## src/rtl/alu_bit_serial_seq_pkg.sv

```systemverilog
// Shared definitions for the bit-serial ALU sequencer: FSM state encoding,
// slice mode encoding and the single-bit carry helper.
package alu_bit_serial_seq_pkg;

  typedef enum logic [1:0] {
    StIdle  = 2'b00,
    StShift = 2'b01,
    StDone  = 2'b10
  } state_e;

  // {M1, M0} slice mode; ModeAdd is the one the ripple ALU also relies on.
  typedef enum logic [1:0] {
    ModeAdd = 2'b00,
    ModeSub = 2'b01,
    ModeAnd = 2'b10,
    ModeXor = 2'b11
  } mode_e;

  function automatic logic maj3(input logic x, input logic y, input logic z);
    return (x & y) | (x & z) | (y & z);
  endfunction

endpackage

```

## src/rtl/alu_bit_serial_seq_alu_1_bit.sv

```systemverilog
// One-bit ALU slice: add / subtract (A + ~B + Cin) with carry out, and
// bitwise AND / XOR which pass the incoming carry straight through.
module alu_bit_serial_seq_alu_1_bit
  import alu_bit_serial_seq_pkg::*;
(
  input  logic a_i,
  input  logic b_i,
  input  logic cin_i,
  input  logic m0_i,
  input  logic m1_i,
  output logic f_o,
  output logic cout_o
);

  mode_e mode;
  assign mode = mode_e'({m1_i, m0_i});

  always_comb begin
    f_o    = 1'b0;
    cout_o = 1'b0;
    unique case (mode)
      ModeAdd: begin
        f_o    = a_i ^ b_i ^ cin_i;
        cout_o = maj3(a_i, b_i, cin_i);
      end
      ModeSub: begin
        f_o    = a_i ^ ~b_i ^ cin_i;
        cout_o = maj3(a_i, ~b_i, cin_i);
      end
      ModeAnd: begin
        f_o    = a_i & b_i;
        cout_o = cin_i;
      end
      ModeXor: begin
        f_o    = a_i ^ b_i;
        cout_o = cin_i;
      end
      default: begin
        f_o    = 1'b0;
        cout_o = 1'b0;
      end
    endcase
  end

endmodule

```

## src/rtl/alu_bit_serial_seq.sv

```systemverilog
// Bit-serial ALU sequencer: captures operands, streams one bit pair per clock
// LSB first through a single ALU slice, and collects the result word.
module alu_bit_serial_seq
  import alu_bit_serial_seq_pkg::*;
#(
  parameter int unsigned Width = 4,
  parameter int unsigned CntW  = 2
) (
  input  logic             clk_i,
  input  logic             rst_i,
  input  logic             start_i,
  input  logic [Width-1:0] a_i,
  input  logic [Width-1:0] b_i,
  input  logic             cin_i,
  input  logic             m0_i,
  input  logic             m1_i,
  output logic             busy_o,
  output logic             done_o,
  output logic [Width-1:0] result_o,
  output logic             cout_o,
  output logic             zero_o
);

  localparam logic [CntW-1:0] LastIdx = CntW'(Width - 1);

  state_e           state_q, state_d;
  logic [Width-1:0] a_sh_q, a_sh_d;
  logic [Width-1:0] b_sh_q, b_sh_d;
  logic             m0_q, m0_d;
  logic             m1_q, m1_d;
  logic             carry_q, carry_d;
  logic [CntW-1:0]  idx_q, idx_d;
  logic [Width-1:0] res_sh_q, res_sh_d;
  logic [Width-1:0] result_q, result_d;
  logic             cout_q, cout_d;
  logic             zero_q, zero_d;

  logic             slice_f;
  logic             slice_cout;
  logic             accept;
  logic [Width-1:0] res_next;

  alu_bit_serial_seq_alu_1_bit u_slice (
    .a_i    (a_sh_q[idx_q]),
    .b_i    (b_sh_q[idx_q]),
    .cin_i  (carry_q),
    .m0_i   (m0_q),
    .m1_i   (m1_q),
    .f_o    (slice_f),
    .cout_o (slice_cout)
  );

  // start is only honoured when no op is in flight.
  assign accept = start_i && ((state_q == StIdle) || (state_q == StDone));

  always_comb begin
    res_next        = res_sh_q;
    res_next[idx_q] = slice_f;
  end

  always_comb begin
    state_d  = state_q;
    a_sh_d   = a_sh_q;
    b_sh_d   = b_sh_q;
    m0_d     = m0_q;
    m1_d     = m1_q;
    carry_d  = carry_q;
    idx_d    = idx_q;
    res_sh_d = res_sh_q;
    result_d = result_q;
    cout_d   = cout_q;
    zero_d   = zero_q;

    if (accept) begin
      a_sh_d  = a_i;
      b_sh_d  = b_i;
      m0_d    = m0_i;
      m1_d    = m1_i;
      carry_d = cin_i;
      idx_d   = '0;
    end

    unique case (state_q)
      StIdle: begin
        if (start_i) state_d = StShift;
      end
      StShift: begin
        res_sh_d = res_next;
        carry_d  = slice_cout;
        idx_d    = idx_q + CntW'(1);
        if (idx_q == LastIdx) begin
          state_d  = StDone;
          result_d = res_next;
          cout_d   = slice_cout;
          zero_d   = ~|res_next;
        end
      end
      StDone: begin
        state_d = start_i ? StShift : StIdle;
      end
      default: state_d = StIdle;
    endcase
  end

  always_ff @(posedge clk_i or posedge rst_i) begin
    if (rst_i) begin
      state_q  <= StIdle;
      a_sh_q   <= '0;
      b_sh_q   <= '0;
      m0_q     <= 1'b0;
      m1_q     <= 1'b0;
      carry_q  <= 1'b0;
      idx_q    <= '0;
      res_sh_q <= '0;
      result_q <= '0;
      cout_q   <= 1'b0;
      zero_q   <= 1'b0;
    end else begin
      state_q  <= state_d;
      a_sh_q   <= a_sh_d;
      b_sh_q   <= b_sh_d;
      m0_q     <= m0_d;
      m1_q     <= m1_d;
      carry_q  <= carry_d;
      idx_q    <= idx_d;
      res_sh_q <= res_sh_d;
      result_q <= result_d;
      cout_q   <= cout_d;
      zero_q   <= zero_d;
    end
  end

  assign busy_o   = (state_q == StShift);
  assign done_o   = (state_q == StDone);
  assign result_o = result_q;
  assign cout_o   = cout_q;
  assign zero_o   = zero_q;

endmodule

```

## config.mk

```make
export PLATFORM = sky130hd
export DESIGN_NAME = alu_bit_serial_seq
export DESIGN_NICKNAME = d
export VERILOG_FILES = /design/src/rtl/alu_bit_serial_seq_pkg.sv /design/src/rtl/alu_bit_serial_seq_alu_1_bit.sv /design/src/rtl/alu_bit_serial_seq.sv
export SDC_FILE = /design/constraint.sdc
export NUM_CORES = 1
export LEC_CHECK = 0
export CAP_MARGIN = 20
export CORE_MARGIN = 10
export CORE_UTILIZATION = 45
export CTS_CLUSTER_DIAMETER = 200
export CTS_CLUSTER_SIZE = 25
export DETAILED_ROUTE_END_ITERATION = 8
export PLACE_DENSITY = 0.7
export SETUP_SLACK_MARGIN = 0.5
export SLEW_MARGIN = 20
export SYNTH_ARGS = -nofsm -noshare
export SYNTH_HDL_FRONTEND = slang
export SYNTH_SLANG_ARGS = --single-unit
```

## constraint.sdc

```tcl
create_clock -name clk_i -period 3.65 [get_ports clk_i]
set_input_delay 0.73 -clock clk_i [delete_from_list [all_inputs] [get_ports clk_i]]
set_output_delay 0.73 -clock clk_i [all_outputs]
set_load 0.01 [all_outputs]
```

# [Word-level counts from Yosys, hierarchy flattened]
# Index checks and enable logic that the tools add are counted.
[word_totals] register_bits=25 input_bits=14 out_inout_bits=8
[classes] addsub=1 magnitude_cmp=2 n_eq_ne=8 muxes=17 bitwise_logic=14 reduce_logical=11
[ops] op="2-bit equality test (second input constant)" n=4
[ops] op="2-bit two-way mux" n=4
[ops] op="1-bit two-way mux" n=6
[ops] op="2-bit one-hot mux with 3 select lines" n=1
[ops] op="1-bit AND" n=5
[ops] op="1-bit binary-select mux with 2-bit select" n=2
[ops] op="4-bit bitwise mux" n=1
[ops] op="2-bit by 1-bit equality test with 1-bit output (second input constant)" n=2
[ops] op="2-bit zero test" n=2
[ops] op="1-bit bitwise OR" n=4
[ops] op="1-bit one-hot mux with 4 select lines" n=1
[ops] op="2-bit AND reduction" n=2
[ops] op="4-bit OR reduction" n=1
[ops] op="1-bit XOR" n=4
[ops] op="2-bit by 3-bit < comparator with 1-bit output (second input constant)" n=1
[ops] op="1-bit one-hot mux with 3 select lines" n=1
[ops] op="2-bit by 1-bit adder with 2-bit output (second input constant)" n=1
[ops] op="1-bit demux with 2-bit select" n=1
[ops] op="2-bit by 1-bit >= comparator with 1-bit output (second input constant)" n=1
[ops] op="1-bit logical AND" n=2
[ops] op="2-bit by 1-bit != test with 1-bit output (second input constant)" n=1
[ops] op="2-bit != test (second input constant)" n=1
[ops] op="2-bit nonzero test" n=1
[ops] op="2-bit OR reduction" n=1
[ops] op="3 further kinds" n=3

# [Longest topological paths before layout]
# Gate-level depths: netlist of run 1.
[depth] depth_word=9 mapped_depth=8 mapped_depth_nobuf=7

# [Hierarchy]
# A second synthesis of run 1 with hierarchy kept.
[hier_totals] hier_cells=98 hier_area_um2=1242.4
[by_module_without_submodules] module="alu_bit_serial_seq" instances=1 cells_each=83 area_each_um2=1126.1 seq_area_each_um2=600.6
[by_module_without_submodules] module="alu_bit_serial_seq_alu_1_bit" instances=1 cells_each=15 area_each_um2=116.4 seq_area_each_um2=0.0

# [Worst setup path after synthesis of run 1]
# OpenSTA, ideal clock, no wires.
[synth_timing] path_kind="register to register" start="register idx_q[0]" end="register zero_q (netlist: zero_o)" setup_time_ns=0.121 arrival_time_ns=2.479 required_ns=3.529 slack_ns=1.050 path_stages_with_launch=8 synth_period_minus_slack_ns=2.600 path_cell_list="dfrtp_1 > mux4_1 > ha_1 > and2b_1 > or4_4 > and3_1 > buf_6 > a22o_1"
[synth_via] elab_chain_len=9 word_cells_on_any_way=21 classes_between="2 x order compare; 1 x eq/ne; 8 x mux; 6 x bitwise; 4 x reduce/logical"
[synth_lines] element="start, declared" line="alu_bit_serial_seq.sv:32" rtl="logic [CntW-1:0] idx_q, idx_d;"
[synth_lines] element="start signal, assigned" line="alu_bit_serial_seq.sv:125" rtl="idx_q <= idx_d;"
[synth_lines] element="1-bit binary-select mux with 2-bit select" line="alu_bit_serial_seq.sv:45" rtl=".b_i (b_sh_q[idx_q]),"
[synth_lines] element="1-bit two-way mux (not written as such)" line="alu_bit_serial_seq.sv:45"
[synth_lines] element="1-bit NOT" line="alu_bit_serial_seq_alu_1_bit.sv:27" rtl="f_o = a_i ^ ~b_i ^ cin_i;"
[synth_lines] element="1-bit XOR (2 in series)" line="alu_bit_serial_seq_alu_1_bit.sv:27"
[synth_lines] element="1-bit one-hot mux with 4 select lines" line="alu_bit_serial_seq_alu_1_bit.sv:21" rtl="unique case (mode)"
[synth_lines] element="4-bit bitwise mux" line="alu_bit_serial_seq.sv:58" rtl="res_next[idx_q] = slice_f;"
[synth_lines] element="4-bit OR reduction" line="alu_bit_serial_seq.sv:95" rtl="zero_d = ~|res_next;"
[synth_lines] element="1-bit zero test" line="alu_bit_serial_seq.sv:95"
[synth_lines] element="end signal, assigned" line="alu_bit_serial_seq.sv:129" rtl="zero_q <= zero_d;"
[synth_lines] element="end, declared" line="alu_bit_serial_seq.sv:36" rtl="logic zero_q, zero_d;"
# Parallel ways exist; a longest one is shown, timed or not. The select of a mux whose other input is x is not followed.
# A chain may end at the register's enable or synchronous reset.

# [Worst setup path after layout of run 1]
# Ends and elaborated chain as after synthesis.

==> flow_metrics.env, run 1 <==
export IMPL_avgSynthCellArea_sq_um=11.5
export IMPL_synth_edff_count=0
export IMPL_via_per_inst=5.42
export IMPL_synth_area_sq_mm=0.00122
export IMPL_grt_pass1_vias=851
export IMPL_crit_end="zero_o"
export IMPL_nets=149
export IMPL_num_antenna_cells=0
export IMPL_core_area_sq_mm=0.00252
export IMPL_synth_top_cell_area_share_pct=49.3
export IMPL_reg2reg_depth=6
export IMPL_ys_seq_area_share_pct=49.3
export IMPL_drtIter0Drc=54
export IMPL_critical_path_top_delay_family="simple AND/OR/NAND/NOR gates"
export IMPL_io_buffer_count=21
export IMPL_pin_count=22
export IMPL_synth_flop_cell="dfrtp_1"
export IMPL_numCtsBuffers=3
export IMPL_post_drt_wl_per_cell_um=14.7
export IMPL_cp_depth=6
export IMPL_final_hold_violation_count=0
export IMPL_total_power_mw=1.38
export IMPL_max_slew_worst_pin_slew_ps=887
export IMPL_status="complete, no violations"
export IMPL_netlist_top_cells_count="dfrtp_1 (24), nor2_1 (11), mux2_2 (10), inv_1 (8), ha_1 (6)"
export IMPL_syn_to_final_growth_pct=20.3
export IMPL_critPathMaxFanout=7
export IMPL_worstSetupPathType="reg -> reg"
export IMPL_synth_area_leaders="dfrtp_1 (49%), mux2_2 (9.2%), ha_1 (6.2%)"
export IMPL_start_util_pct=48.3
export IMPL_grt_max_degree=25
export IMPL_fp_row_count=18
export IMPL_r2r_start="idx_q[0]"
export IMPL_clock_path_buffers=2
export IMPL_synth_seq_cells=24
export IMPL_routed_via_count=851
export IMPL_rsz0062_at_grt="false"
export IMPL_yosysUniqueCellTypes=32
export IMPL_dp_hpwl_mm=1.77
export IMPL_period_share_pct=74.3
export IMPL_cts_sinks=24
export IMPL_htree_levels=1
export IMPL_fin_crit_ps=2710
export IMPL_drtPass1Iterations=4
export IMPL_drive_gt1_share_pct=14.2
export IMPL_gp_congestion=0.727
export IMPL_async_flop_share_pct=100
export IMPL_max_cap_violations=0
export IMPL_die_h_um=72.0
export IMPL_synth_area_leader_cell="dfrtp_1"
export IMPL_fmax_ghz=0.369
export IMPL_overflow=0
export IMPL_dieArea_sq_mm=0.00519
export IMPL_antenna_found_initial=0
export IMPL_startpoint="idx_q[0]"
export IMPL_p_per_area_mw_per_mm2=945
export IMPL_drc=0
export IMPL_grt_first_pass_wirelength_mm=3.88
export IMPL_rrSetupSlack_ps=940
export IMPL_die_w_um=72.0
export IMPL_hp_class="reg -> reg"
export IMPL_setup_violations=0
export IMPL_antenna_left=0
export IMPL_routed_wl_mm=2.32
export IMPL_cts_resized=0
export IMPL_fillerInstances=230
export IMPL_power_leakage_nw=0.650
export IMPL_vdd_drop_max_mv=0.460
export IMPL_fin_worst_skew_ps=1.64
export IMPL_clk_pin_slew_worst_paths_ps=130
export IMPL_drv_slew=0
export IMPL_max_stage_delay_ps=670
export IMPL_relSlewSlack_pct=40.8
export IMPL_worstPathArrival_ps=2930
export IMPL_cp_slowest_cell="mux4_1"
export IMPL_r2r_end="zero_o"
export IMPL_worst_path_buf_inv=0
export IMPL_post_cts_buffers=0
export IMPL_postSynthCellCount=106
export IMPL_ctsRootBufferMaster="clkbuf_4"
export IMPL_crit_path_end_kind="flop"
export IMPL_yosysWarnings=0
export IMPL_tns_ps=0
export IMPL_synth_most_common_cell="dfrtp_1"
export IMPL_postCtsHoldBufs=0
export IMPL_crit_chain="mux4_1 -> ha_1 -> and2b_1 -> or4_4 -> and3_1 -> a22o_1"
export IMPL_grt_use_total_pct=8.95
export IMPL_crit_path_start_kind="flop"
export IMPL_clk_latency_ps=310
export IMPL_synth_fp_nets=126
export IMPL_cp_required_ps=3860
export IMPL_tritoncts="done"
-- metrics by stage --
step	cell area (sq um)	setup WS (ps)	std cells	util (%)	hold WS, ps
floorplan	1220	1050	106	-	472
global placement	1440	1050	154	57.2	487
detailed placement	1440	947	154	57.2	493
CTS	1470	920	157	58.1	522
global route	1470	828	157	58.1	535
finish	1470	937	157	58.1	517
-- kinds of logic (layout without fill, tap and decap cells) --
group           count (synthesis)  count (layout)  share of synthesized area, %
compound gates                 21              21                          11.5
xor+xnor                        1               1                         0.720
fa+ha+maj                       6               6                          6.17
buf+inv                        12              33                          4.93
flops                          24              24                          49.3
mux                            13              13                          14.1
simple gates                   29              29                          13.3
-- cell usage in the layout, fill, tap and decap left out, types with 3 or more instances in the layout --
cell,instances
clkdlybuf4s50_1,21
inv_1,8
a21oi_1,5
mux2_2,10
o21ai_0,3
nand2_1,3
clkbuf_4,3
dfrtp_1,24
nor2_1,11
a31oi_1,3
nand4_1,3
a22o_1,5
nor2b_1,3
ha_1,6
-- state kept, by name, indices dropped and copies added (netlist names) --
name / count
a_sh_q: 4
b_sh_q: 4
result_o: 4
res_sh_q: 3
idx_q: 2
state_q: 2
carry_q: 1
cout_o: 1
m0_q: 1
m1_q: 1
zero_o: 1
-- power by group --
part | total [mW] | switching [mW] | internal (mW)
Sequential | 0.508 | 0.108 | 0.400
Clock | 0.116 | 0.0775 | 0.0385
Combinational | 0.760 | 0.369 | 0.391
Total | 1.38 | 0.554 | 0.829
-- layout make-up --
type / instances / area, sq um / area share [%]
flip-flops and latches: 24 / 601 / 41.0
inverters: 8 / 30.0 / 2.05
clock buffers: 3 / 22.5 / 1.54
multi-input cells: 70 / 557 / 38.0
repair buffers: 22 / 218 / 14.9
well taps: 30 / 37.5 / 2.56
-- per-layer routing --
metal | GRT usage [%] | up-vias | routed length (um)
met4 | 1.94 | 0 | 8
met2 | 14.8 | 17 | 1070
met3 | 3.67 | 2 | 157
met1 | 10.6 | 411 | 1080
li1 | - | 421 | -
met5 | 0 | - | 0
-- worst min path at each step --
stage,startpoint,to,slack [ps],depth (start not counted)
after floorplan,a_sh_q[1],a_sh_q[1],470,1
after global placement,a_sh_q[0],a_sh_q[0],490,1
after detailed placement,b_sh_q[2],b_sh_q[2],490,1
after CTS,b_sh_q[2],b_sh_q[2],520,1
after global routing,a_sh_q[3],a_sh_q[3],530,1
final,zero_o,zero_o,520,1
(Power assumes the default switching activity.)
==> run 2, diff against run 1 <==
PLACE_DENSITY = 0.73   (was 0.7)
clock period = 2.3 ns   (was 3.65 ns; I/O delays follow)
==> flow_metrics.env, run 2 (synthesis results as in run 1) <==
export IMPL_status="complete, no violations"
export IMPL_crit_path_start_kind="flop"
export IMPL_place_inst=159
export IMPL_dpl_cell_area_sq_mm=0.00150
export IMPL_ctsRootBufferMaster="clkbuf_4"
export IMPL_met1_usage_pct=10.0
export IMPL_max_slew_worst_pin_slew_ps=342
export IMPL_cp_required_ps=2510
export IMPL_fp_row_count=18
export IMPL_final_common_cell="dfrtp_1"
export IMPL_fin_hold_ws_ps=461
export IMPL_drv_slew=0
export IMPL_clock_path_buffers=2
export IMPL_relSlewSlack_pct=76.9
export IMPL_syn_to_final_growth_pct=28.7
export IMPL_num_antenna_cells=0
export IMPL_dieArea_sq_mm=0.00519
export IMPL_design_area_sq_mm=0.00157
export IMPL_fin_util_pct=62.1
export IMPL_fmax_ghz=0.438
export IMPL_grtUsageMet2_pct=17.1
export IMPL_worst_path_buf_inv=0
export IMPL_htree_levels=1
export IMPL_worstSetupPathType="reg -> reg"
export IMPL_via_per_inst=5.46
export IMPL_power_leakage_nw=0.697
export IMPL_fin_crit_ps=2280
export IMPL_core_area_sq_mm=0.00252
export IMPL_fin_worst_skew_ps=9.68
export IMPL_tritoncts="done"
export IMPL_rsz0062_at_grt="true"
export IMPL_numCtsBuffers=3
export IMPL_tns_ps=0
export IMPL_p_per_area_mw_per_mm2=1630
export IMPL_max_cap_violations=0
export IMPL_drtPass1Iterations=4
export IMPL_mostFrequentLayoutCells="dfrtp_1 (23), clkdlybuf4s50_1 (19), nor2_1 (11)"
export IMPL_crit_chain="mux4_2 -> ha_4 -> and2b_1 -> or4_4 -> and3_4 -> a22o_1"
export IMPL_drive_gt1_share_pct=25.5
export IMPL_reg2reg_depth=6
export IMPL_io_buffer_count=21
export IMPL_die_h_um=72.0
export IMPL_final_cells=167
export IMPL_clk_latency_ps=320
export IMPL_routed_wl_mm=2.52
export IMPL_critical_path_top_delay_family="simple AND/OR/NAND/NOR gates"
export IMPL_fillerInstances=229
export IMPL_postCtsHoldBufs=0
export IMPL_routed_via_count=912
export IMPL_die_w_um=72.0
export IMPL_top_usage_layer="met2"
export IMPL_antenna_found_initial=0
export IMPL_cts_sinks=24
export IMPL_max_stage_delay_ps=560
export IMPL_crit_path_end_kind="flop"
export IMPL_drc=0
export IMPL_dp_hpwl_mm=1.84
export IMPL_hp_class="in -> async"
export IMPL_drtIter0Drc=40
export IMPL_grt_max_degree=25
export IMPL_nets=158
export IMPL_post_drt_wl_per_cell_um=15.1
export IMPL_grt_first_pass_wirelength_mm=4.11
export IMPL_grt_use_total_pct=9.53
export IMPL_vdd_drop_max_mv=0.899
export IMPL_gp_congestion=0.725
export IMPL_critPathMaxFanout=5
export IMPL_multiInputGateArea_sq_um=577
export IMPL_grt_pass1_vias=945
export IMPL_antenna_left=0
export IMPL_cp_depth=6
export IMPL_use_met3_pct=3.27
export IMPL_start_util_pct=48.3
export IMPL_worstPathArrival_ps=2500
export IMPL_period_share_pct=99.3
export IMPL_seqCellArea_sq_um=602
export IMPL_pin_count=22
export IMPL_final_hold_violation_count=0
export IMPL_overflow=0
export IMPL_clk_pin_slew_worst_paths_ps=130
export IMPL_cp_slowest_cell="mux4_2"
export IMPL_setup_violations=0
[run 2: tightest hold or removal path: stages]
cell,delay [ps]
clkdlybuf4s50_1,390
inv_1,50
buf_4,290
[run 2: worst paths after layout]
check,from,endpoint,slack [ps]
setup / recovery,idx_q[0],zero_o,20
hold / removal,rst_i,idx_q[0],460
setup reg to reg,idx_q[0],zero_o,20
hold reg to reg,result_o[2],result_o[2],520
max in group asynchronous,rst_i,idx_q[0],1600
min in group clk_i,result_o[2],result_o[2],520
[run 2: power breakdown]
group	switching [mW]	internal [mW]
Clock	0.124	0.0678
Sequential	0.173	0.637
Combinational	0.693	0.858
Total	0.990	1.56
[run 2: timing repair]
item	4_1_cts	5_1_grt
setup endpoints to repair	12	11
gates resized for setup	1	5
hold endpoints to repair	0	0
pin swaps	4	3
setup buffers	1	3
[run 2: per-stage QoR]
| stage | worst slack (ps) | power, mW |
|---|---|---|
| after floorplan | -101 | 1.85 |
| after global placement | 53.9 | 2.16 |
| after detailed placement | 12.5 | 2.23 |
| after CTS | 12.8 | 2.45 |
| after global routing | -40.3 | 2.75 |
| final | 16.4 | 2.55 |
[run 2: final cells by class]
cell class | instances | share of cell area [%]
repair buffers | 31 | 18.5
well taps | 30 | 2.40
multi-input cells | 70 | 36.8
clock buffers | 4 | 1.68
flip-flops and latches | 24 | 38.4
inverters | 8 | 2.16
[run 2: layer usage]
| layer | wire [um] | vias up |
|---|---|---|
| li1 | - | 433 |
| met1 | 1090 | 453 |
| met2 | 1260 | 22 |
| met3 | 158 | 4 |
| met4 | 11 | 0 |
| met5 | 0 | - |
==> run 3, diff against run 2 <==
CELL_PAD_IN_SITES_DETAIL_PLACEMENT = 0   (was unset)
CELL_PAD_IN_SITES_GLOBAL_PLACEMENT = 2   (was unset)
CORE_UTILIZATION = 30   (was 45)
PLACE_DENSITY = unset   (was 0.73)
PLACE_DENSITY_LB_ADDON = 0.1   (was unset)
==> flow_metrics.env, run 3 (synthesis results as in run 1) <==
export IMPL_die_w_um=83.7
export IMPL_fin_crit_ps=2240
export IMPL_total_power_mw=2.66
export IMPL_crit_path_end_kind="flop"
export IMPL_met1_length_mm=1.15
export IMPL_via_per_inst=4.84
export IMPL_numCtsBuffers=3
export IMPL_relSlewSlack_pct=77.9
export IMPL_hp_class="reg -> reg"
export IMPL_antenna_found_initial=0
export IMPL_period_share_pct=97.5
export IMPL_grt_use_total_pct=7.85
export IMPL_grt_max_degree=25
export IMPL_worstSetupPathType="reg -> reg"
export IMPL_critPathMaxFanout=5
export IMPL_io_buffer_count=21
export IMPL_fin_util_pct=41.1
export IMPL_wl_met2_mm=1.35
export IMPL_fillerInstances=398
export IMPL_pre_cts_slack_ps=24.0
export IMPL_fin_worst_skew_ps=5.55
export IMPL_clock_path_buffers=2
export IMPL_rsz0062_at_grt="true"
export IMPL_worstPathArrival_ps=2410
export IMPL_max_slew_worst_pin_slew_ps=329
export IMPL_clk_latency_ps=270
export IMPL_postCtsHoldBufs=0
export IMPL_crit_path_start_kind="flop"
export IMPL_overflow=0
export IMPL_grt_first_pass_wirelength_mm=4.57
export IMPL_tritoncts="done"
export IMPL_r2r_start="idx_q[0]"
export IMPL_fp_row_count=23
export IMPL_p_per_area_mw_per_mm2=1630
export IMPL_fmax_ghz=0.446
export IMPL_hold_end="result_o[1]"
export IMPL_min_from="result_o[1]"
export IMPL_fin_ws_ps=57.0
export IMPL_routed_wl_mm=2.69
export IMPL_num_antenna_cells=0
export IMPL_clk_pin_slew_worst_paths_ps=90
export IMPL_drtPass1Iterations=3
export IMPL_drv_slew=0
export IMPL_drc=0
export IMPL_syn_to_final_growth_pct=33.9
export IMPL_die_h_um=83.7
export IMPL_antenna_left=0
export IMPL_post_drt_wl_per_cell_um=14.3
export IMPL_rrSetupSlack_ps=60
export IMPL_dp_hpwl_mm=2.09
export IMPL_reg2reg_depth=7
export IMPL_final_common_cell="dfrtp_1"
export IMPL_grt_pass1_vias=966
export IMPL_dieArea_sq_mm=0.00701
export IMPL_r2r_end="zero_o"
export IMPL_drive_gt1_share_pct=26.1
export IMPL_routed_via_count=909
export IMPL_core_area_sq_mm=0.00397
export IMPL_start_util_pct=30.7
export IMPL_drtIter0Drc=32
export IMPL_gp_congestion=0.789
export IMPL_hold_path_depth=1
export IMPL_setup_violations=0
export IMPL_nets=159
export IMPL_mostFrequentLayoutCells="dfrtp_1 (23), clkdlybuf4s50_1 (19), nor2_1 (10), mux2_2 (10), buf_4 (10)"
export IMPL_cp_required_ps=2470
export IMPL_power_leakage_nw=0.710
export IMPL_ctsRootBufferMaster="clkbuf_8"
export IMPL_final_hold_violation_count=0
export IMPL_max_cap_violations=0
export IMPL_htree_levels=1
export IMPL_final_cells=188
export IMPL_cts_sinks=24
export IMPL_dr_wl_met3_um=160
export IMPL_pin_count=22
export IMPL_place_inst=182
export IMPL_top_layer_used="met4"
export IMPL_status="complete, no violations"
export IMPL_vdd_drop_max_mv=0.542
-- run 3: changes by cell type in the layout (fill, tap and decap cells not counted), sizes merged --
cell | previous run | this run
dlygate4sd2 | 1 | 2
dlymetal6s2s | 1 | 0
buf | 10 | 11
inv | 7 | 8
clkinvlp | 1 | 0
-- run 3: worst max-delay path by stage --
stage / start / to / depth (start not counted) / slack (ps)
after global placement: idx_q[0] / zero_o / 7 / 60
after CTS: idx_q[0] / zero_o / 7 / 40
after floorplan: idx_q[0] / zero_o / 8 / -100
after global routing: idx_q[0] / zero_o / 7 / -40
after detailed placement: idx_q[0] / res_sh_q[2] / 7 / 20
final: idx_q[0] / zero_o / 7 / 60
-- run 3: final cells by class --
class                      instances  area, sq um  share of cell area, %
multi-input combinational         70          597                   36.6
clock buffer                       4         45.0                   2.76
timing repair buffer              32          294                   18.0
sequential                        24          602                   36.9
tap                               50         62.6                   3.84
inverter                           8         30.0                   1.84
-- run 3: per-stage QoR --
stage               area (sq um)  setup TNS (ps)  hold slack, ps
floorplan                   1230            -223             475
global placement            1540               0             492
detailed placement          1540               0             496
CTS                         1590               0             516
global route                1630            -114             532
finish                      1630               0             507
-- run 3: where the power goes --
part | leakage (nW) | internal, mW | switching [mW]
clock | 0.0228 | 0.124 | 0.135
sequential | 0.284 | 0.639 | 0.165
combinational | 0.403 | 0.876 | 0.723
-- run 3: timing repair --
| action | in CTS | in global routing |
|---|---|---|
| endpoints found under the hold margin | 0 | 0 |
| pin swaps | 3 | 6 |
| resized for setup | 3 | 5 |
| setup buffers | 0 | 2 |
| endpoints found under the setup margin | 12 | 10 |
-- run 3: per-layer routing --
| metal | up-vias | GRT usage, % |
|---|---|---|
| met2 | 17 | 13.6 |
| met3 | 4 | 2.54 |
| met5 | - | 0 |
| met1 | 449 | 8.58 |
| li1 | 439 | - |
| met4 | 0 | 3.20 |
-- run 3: worst max-delay path, cell delays in order, from the launching register on --
cell,delay [ps]
dfrtp_2,400
mux4_2,530
inv_2,90
ha_4,210
and2b_1,150
or4_4,410
and3_4,180
a22o_1,170
